`config.mk`:
```
export PLATFORM = sky130hd
export DESIGN_NAME = apb_lin_master
export DESIGN_NICKNAME = d
export VERILOG_FILES = /design/src/rtl/apb_lin_master.sv
export SDC_FILE = /design/constraint.sdc
export NUM_CORES = 1
export LEC_CHECK = 0
export BUFFER_PORTS_ARGS = -buffer_cell sky130_fd_sc_hd__buf_2
export CELL_PAD_IN_SITES_DETAIL_PLACEMENT = 1
export CELL_PAD_IN_SITES_GLOBAL_PLACEMENT = 1
export CORE_ASPECT_RATIO = 1.4
export CORE_MARGIN = 3
export CORE_UTILIZATION = 30
export DETAILED_ROUTE_END_ITERATION = 10
export GPL_ROUTABILITY_DRIVEN = 0
export PLACE_DENSITY_LB_ADDON = 0.1
export SLEW_MARGIN = 10
export SYNTH_ARGS = -nofsm -noshare
export SYNTH_HDL_FRONTEND = slang
export SYNTH_SLANG_ARGS = --single-unit
```
`constraint.sdc`:
```
create_clock -name pclk -period 1.42 [get_ports pclk]
set_input_delay 0.284 -clock pclk [delete_from_list [all_inputs] [get_ports pclk]]
set_output_delay 0.284 -clock pclk [all_outputs]
set_load 0.01 [all_outputs]
```
`src/rtl/apb_lin_master.sv`:
```
// apb_lin_master
// APB3 initiator for the LIN peripheral's APB slave port. It takes
// single-word requests from a local requester, runs the SETUP and ACCESS
// phases, and waits for pready. It then returns read data, or a completion
// with an error flag. Only one transfer is outstanding at a time. A
// programmable wait-state timeout aborts a hung transfer with an error.
//
// Handshake: the requester presents req_i together with we_i, addr_i and
// wdata_i. The request is taken on a rising edge where the block is IDLE,
// and gnt_o pulses on the following cycle. The requester keeps req_i high
// until it sees gnt_o. When the transfer finishes, rvalid_o pulses for one
// cycle; err_o, rdata_o and timeout_o are valid in that cycle.
//
// Ports:
//   pclk, preset_i           clock, asynchronous active-low reset
//   req_i/we_i/addr_i/wdata_i local request
//   gnt_o                     request captured (1-cycle pulse)
//   rvalid_o/rdata_o/err_o    completion (pulse), read data, error flag
//   timeout_o                 completion was a timeout abort (pulse)
//   busy_o                    transfer in SETUP or ACCESS
//   psel_o ... pwdata_o       APB request side
//   prdata_i/pready_i/pslverr_i APB response side
//   dbg_state_o               current FSM state (0 IDLE, 1 SETUP, 2 ACCESS)
module apb_lin_master #(
  parameter int addr_width     = 12,
  parameter int data_width     = 32,
  parameter int timeout_cycles = 16
) (
  input  logic                  pclk,
  input  logic                  preset_i,
  input  logic                  req_i,
  input  logic                  we_i,
  input  logic [addr_width-1:0] addr_i,
  input  logic [data_width-1:0] wdata_i,
  output logic                  gnt_o,
  output logic                  rvalid_o,
  output logic [data_width-1:0] rdata_o,
  output logic                  err_o,
  output logic                  timeout_o,
  output logic                  busy_o,
  output logic                  psel_o,
  output logic                  penable_o,
  output logic                  pwrite_o,
  output logic [addr_width-1:0] paddr_o,
  output logic [data_width-1:0] pwdata_o,
  input  logic [data_width-1:0] prdata_i,
  input  logic                  pready_i,
  input  logic                  pslverr_i,
  output logic [1:0]            dbg_state_o
);

  typedef enum logic [1:0] {
    IDLE   = 2'd0,
    SETUP  = 2'd1,
    ACCESS = 2'd2
  } state_t;

  localparam int  CW      = (timeout_cycles < 2) ? 1 : $clog2(timeout_cycles + 1);
  localparam bit  TO_EN   = (timeout_cycles > 0);
  // The abort happens on the edge that would bring the count up to
  // timeout_cycles, so it is compared against one less than the limit.
  localparam logic [CW-1:0] TO_LAST = CW'((timeout_cycles > 0) ? timeout_cycles - 1 : 0);

  state_t        state;
  logic [CW-1:0] wait_cnt;

  assign dbg_state_o = state;

  always_ff @(posedge pclk or negedge preset_i) begin
    if (!preset_i) begin
      state     <= IDLE;
      wait_cnt  <= '0;
      gnt_o     <= 1'b0;
      rvalid_o  <= 1'b0;
      rdata_o   <= '0;
      err_o     <= 1'b0;
      timeout_o <= 1'b0;
      busy_o    <= 1'b0;
      psel_o    <= 1'b0;
      penable_o <= 1'b0;
      pwrite_o  <= 1'b0;
      paddr_o   <= '0;
      pwdata_o  <= '0;
    end else begin
      // Pulse outputs default low; each branch raises them for one cycle.
      gnt_o     <= 1'b0;
      rvalid_o  <= 1'b0;
      timeout_o <= 1'b0;
      case (state)
        IDLE: begin
          if (req_i) begin
            state     <= SETUP;
            paddr_o   <= addr_i;
            pwrite_o  <= we_i;
            pwdata_o  <= we_i ? wdata_i : '0;
            gnt_o     <= 1'b1;
            psel_o    <= 1'b1;
            penable_o <= 1'b0;
            busy_o    <= 1'b1;
            wait_cnt  <= '0;
          end
        end
        SETUP: begin
          state     <= ACCESS;
          penable_o <= 1'b1;
        end
        ACCESS: begin
          // If pready arrives on the threshold edge, the normal completion
          // takes priority over the timeout.
          if (pready_i) begin
            state     <= IDLE;
            psel_o    <= 1'b0;
            penable_o <= 1'b0;
            busy_o    <= 1'b0;
            rvalid_o  <= 1'b1;
            err_o     <= pslverr_i;
            rdata_o   <= (!pwrite_o && !pslverr_i) ? prdata_i : '0;
            wait_cnt  <= '0;
          end else if (TO_EN && (wait_cnt == TO_LAST)) begin
            state     <= IDLE;
            psel_o    <= 1'b0;
            penable_o <= 1'b0;
            busy_o    <= 1'b0;
            rvalid_o  <= 1'b1;
            err_o     <= 1'b1;
            timeout_o <= 1'b1;
            rdata_o   <= '0;
            wait_cnt  <= '0;
          end else if (TO_EN) begin
            wait_cnt <= wait_cnt + CW'(1);
          end
        end
        default: begin
          state     <= IDLE;
          psel_o    <= 1'b0;
          penable_o <= 1'b0;
          busy_o    <= 1'b0;
        end
      endcase
    end
  end

endmodule

```
==> Word level (Yosys, flattened, before mapping) <==
Index checks and enable logic that the tools add are counted.
Widths: inputs -> output; s select.
{ "word_totals": {"reg_bits": 90, "elab_cells": 57} }
{ "op_classes": {"add_sub_neg": 1, "eq_ne": 5, "muxes": 27, "n_bitwise": 1, "n_reduce_logical": 11} }
{ "ops": {"columns": ["operator", "count"], "rows": [
  ["$mux 32", 4],
  ["$mux 5", 3],
  ["$mux 1", 13],
  ["$pmux 5 s2", 1],
  ["$reduce_and 2->1", 4],
  ["$mux 2", 3],
  ["$pmux 1 s3", 2],
  ["$pmux 2 s3", 1],
  ["$add 5x1->5 const B", 1],
  ["$eq 5x4->1 const B", 1],
  ["$reduce_bool 2->1", 2],
  ["$ne 3x3->1 const B", 1],
  ["$reduce_and 3->1", 1],
  ["$eq 2x1->1 const B", 1],
  ["$eq 2x2->1 const B", 1],
  ["$logic_not 1->1", 2],
  ["$logic_not 2->1", 1],
  ["$ne 2x2->1 const B", 1],
  ["$logic_and 1x1->1", 1],
  ["$not 1->1", 1]
]} }

==> Longest topological paths before layout <==
{ "logic_depth": {"word_depth": 4, "ltp_mapped": 6, "ltp_nobuf": 5} }

==> Least setup slack after synthesis <==
Ideal clock, no wire load.
{ "synth_path": {"kind": "register to register", "startpoint": "reg wait_cnt[0]", "endpoint": "reg rdata_o[0]", "t_arrival_ps": 1377, "slack_ps": -22, "path_stages_with_launch": 6, "path_buffers": 1, "path_cell_list": "dfrtp_1 -> ha_1 -> and4b_1 -> o21ai_2 -> buf_2 -> a22o_1"} }
{ "synth_via": {"elab_chain_cells": 3} }
{ "synth_lines": {"columns": ["item", "line_no", "source"], "rows": [
  ["start: declaration", "65", "logic [CW-1:0] wait_cnt;"],
  ["start signal: assignment", "130", "wait_cnt <= wait_cnt + CW'(1);"],
  ["$eq 5x4->1", "119", "end else if (TO_EN && (wait_cnt == TO_LAST)) begin"],
  ["$reduce_bool 2->1 (no line)", null, null],
  ["$reduce_and 2->1 (no line)", null, null],
  ["end signal: assignment", "117", "rdata_o <= (!pwrite_o && !pslverr_i) ? prdata_i : '0;"],
  ["end: declaration", "37", "output logic [data_width-1:0] rdata_o,"]
]} }
No other way between the ends.
A chain may end at the register's enable or synchronous reset.

==> Worst setup path in the final report <==
{ "layout_path": {"startpoint": "reg wait_cnt[0]", "endpoint": "reg rdata_o[27]"} }
Same word-level chain as after synthesis.

==> impl_metrics.tcl <==
set metrics [dict create \
    status "completed" \
    vdd_drop_max_mv 0.777 \
    synth_edf_count 0 \
    min_path_cells 3 \
    start_util_pct 31.3 \
    layout_min_cycle_time_ns 1.41 \
    hold_viol 0 \
    port_buffers 167 \
    rsz0062_at_grt "true" \
    p_clk_share_pct 24.2 \
    insertion_delay_ns 0.33 \
    min_from "addr_i[1]" \
    chipHeight_um 133 \
    finalSetupViolCount 0 \
    synthTopCellsByArea "dfrtp_1 (65%), nand2_1 (12%), a22o_1 (8.3%)" \
    final_util_pct 45.7 \
    crit_family "flip-flops" \
    slowest_stage "dfrtp_1" \
    crit_required_ns 1.69 \
    cap_violations 0 \
    max_slew.worst_pin.slew_ns 0.297 \
    critPathMaxStageDelay_ns 0.38 \
    ant_nets 0 \
    drt_pass1_iterations 4 \
    first_global_vias 3279 \
    power.leakage_nw 2.86 \
    clockBufferDepth 2 \
    cts_tree "done" \
    drv_slew 0 \
    grt_usage_pct 16.1 \
    setup_tns_ns 0 \
    grt_pass1_wl_um 16900 \
    core_um2 11100 \
    yosysUniqueCellTypes 32 \
    cts_root_buf "clkbuf_16" \
    path_cells "ha_2, and4b_1, o21ai_2, buf_12, a22o_1" \
    syn_area_um2 3470 \
    antenna_cells 0 \
    layout-drive-gt1-share_pct 42.7 \
    instances_no_fill 645 \
    arrival_ns 1.67 \
    antenna_found_initial 0 \
    yosysWarnings 0 \
    drc_errors 0 \
    reg2reg_depth 5 \
    end_kind "register" \
    hpwl_um 7380 \
    reg2reg_slack_ns 0.01 \
    p_seq_share_pct 38.9 \
    floorplan.rows 45 \
    r2r-start "wait_cnt[0]" \
    wire_per_inst_um 16.3 \
    cts_made_buffers 9 \
    synth_top_area_share_pct 64.9 \
    start_kind "register" \
    switching_share_pct 34.3 \
    vias 3071 \
    pwr-share-comb_pct 36.9 \
    clock-sinks 90 \
    powerDensity_nw_per_um2 2140 \
    dp.cells 623 \
    fillCellCount 1297 \
    htree_num_levels 3 \
    grt_max_degree 46 \
    hp-class "primary input to register" \
    routed_wl_um 10500 \
    path_buf_inv 1 \
    path_class "register to register" \
    drt_iter0_drc 62 \
    synth.avg_cell_area_um2 10.9 \
    r2r-end "rdata_o[27]" \
    skew_ns 0.00650 \
    ys_ff_latch 90 \
    layout_worst_path_cycle_share_pct 99.0 \
    slew_headroom_pct 80.2 \
    dieArea_um2 12900 \
    syn-num-nets 400 \
    die_w_um 96.9 \
    place_ws_ns -0.0700 \
    grt_overflow 0 \
    async_reset_ff_share_pct 100 \
    syn2layout_area_growth_pct 46.0 \
    synth_cells 317 \
    synth_flop_cell "dfrtp_1" \
    netSwitchingPower_mw 3.72 \
    holdWs_ns 0.142 \
    synth.yosys.seq_area_share_pct 64.9 \
    viasPerCell 4.76 \
    layout_setup_ws_ns 0.0138 \
    max_freq_mhz 711 \
    io_pins 168 \
    p_int_mw 7.12 \
    clkSlewWorstSetupHoldPaths_ns 0.06 \
    layout.nets 582 \
    yosysTopAreaCell "dfrtp_1" \
    crit_fanout 32 \
    min_to "paddr_o[1]" \
]
per-layer routing:
metal / wire length, um / share of wire (%) / track usage [%]
met1: 4330 / 41 / 20.3
met2: 5290 / 50 / 26.6
met4: 245 / 2.3 / 6.71
met3: 625 / 6.0 / 3.56
met5: 0 / 0 / 0
cells in the final DEF (no fill, tap or decap), types with 2 or more instances in the layout:
master,count
nand2_1,107
clkbuf_16,11
a21oi_1,2
buf_2,166
nand3_1,34
a22o_1,33
bufinv_16,2
dfrtp_1,89
nand2b_1,2
buf_4,12
inv_1,4
clkbuf_8,2
nand4b_1,2
buf_6,2
buf_12,8
o21ai_0,2
registers in the layout, summed over array words and instances, names as in the netlist:
| register | count |
|---|---|
| pwdata_o | 32 |
| rdata_o | 32 |
| paddr_o | 12 |
| wait_cnt | 5 |
| dbg_state_o | 2 |
| err_o | 1 |
| gnt_o | 1 |
| penable_o | 1 |
| psel_o | 1 |
| pwrite_o | 1 |
| rvalid_o | 1 |
| timeout_o | 1 |
worst max path at each step:
stage	start	to	slack [ns]	cells past startpoint
final	wait_cnt[0]	rdata_o[27]	0.01	5
after global routing	wait_cnt[0]	rdata_o[27]	-0.06	5
after CTS	wait_cnt[0]	rdata_o[27]	0.007	5
after detailed placement	dbg_state_o[0]	pwdata_o[31]	-0.07	5
after global placement	dbg_state_o[0]	pwdata_o[4]	-0.01	5
after floorplan	wait_cnt[0]	rdata_o[0]	-0.02	5
cell type report:
class | instances | area (um2) | area share (%)
sequential | 90 | 2250 | 44.5
timing repair buffer | 192 | 1190 | 23.5
multi-input combinational | 201 | 1090 | 21.6
clock buffer | 12 | 256 | 5.06
tap | 141 | 176 | 3.48
clock inverter | 4 | 73.8 | 1.46
inverter | 5 | 21.3 | 0.420
metrics by stage:
step	power [mW]	instance area (um2)
after floorplan	6.26	3470
after global routing	11.6	5070
after CTS	10.9	4970
after detailed placement	8.18	4590
after global placement	8.06	4590
final	10.8	5070
Yosys cell counts (2+ instances only):
library cell  instances
a22o_1               33
clkbuf_1              2
nand4b_1              2
nor2b_1               2
dfrtp_1              90
nand2_1             107
nand3_1              34
nand2b_1              2
buf_6                 4
buf_2                14
o21ai_0               2
a21oi_1               2
inv_1                 4
power groups by stage:
stage / sequential (mW) / clock [mW] / combinational, mW
after floorplan: 4.80 / 0 / 1.46
after global routing: 4.39 / 2.80 / 4.43
after CTS: 4.24 / 2.70 / 4.01
after global placement: 4.23 / 0 / 3.83
after detailed placement: 4.27 / 0 / 3.91
final: 4.22 / 2.62 / 4.00
cell families after synthesis:
logic type	synth area share, %
simple gates	19.4
flops	64.9
compound gates	10.8
buf+inv	4.29
xor+xnor	0.252
fa+ha+maj	0.360
tightest hold or removal path: stages:
cell and delay, ns:
buf_2 0.08, nand2_1 0.04, nand2_1 0.05
what timing repair did:
action                     4_1_cts  5_1_grt
setup endpoints to repair       41       36
hold buffers                     1        0
resized for setup                4        4
buffers inserted                 0        1
hold endpoints to repair        14        0
cloned                           1        3
pin swaps                        0        1
Power figures use the tool's default switching activity.
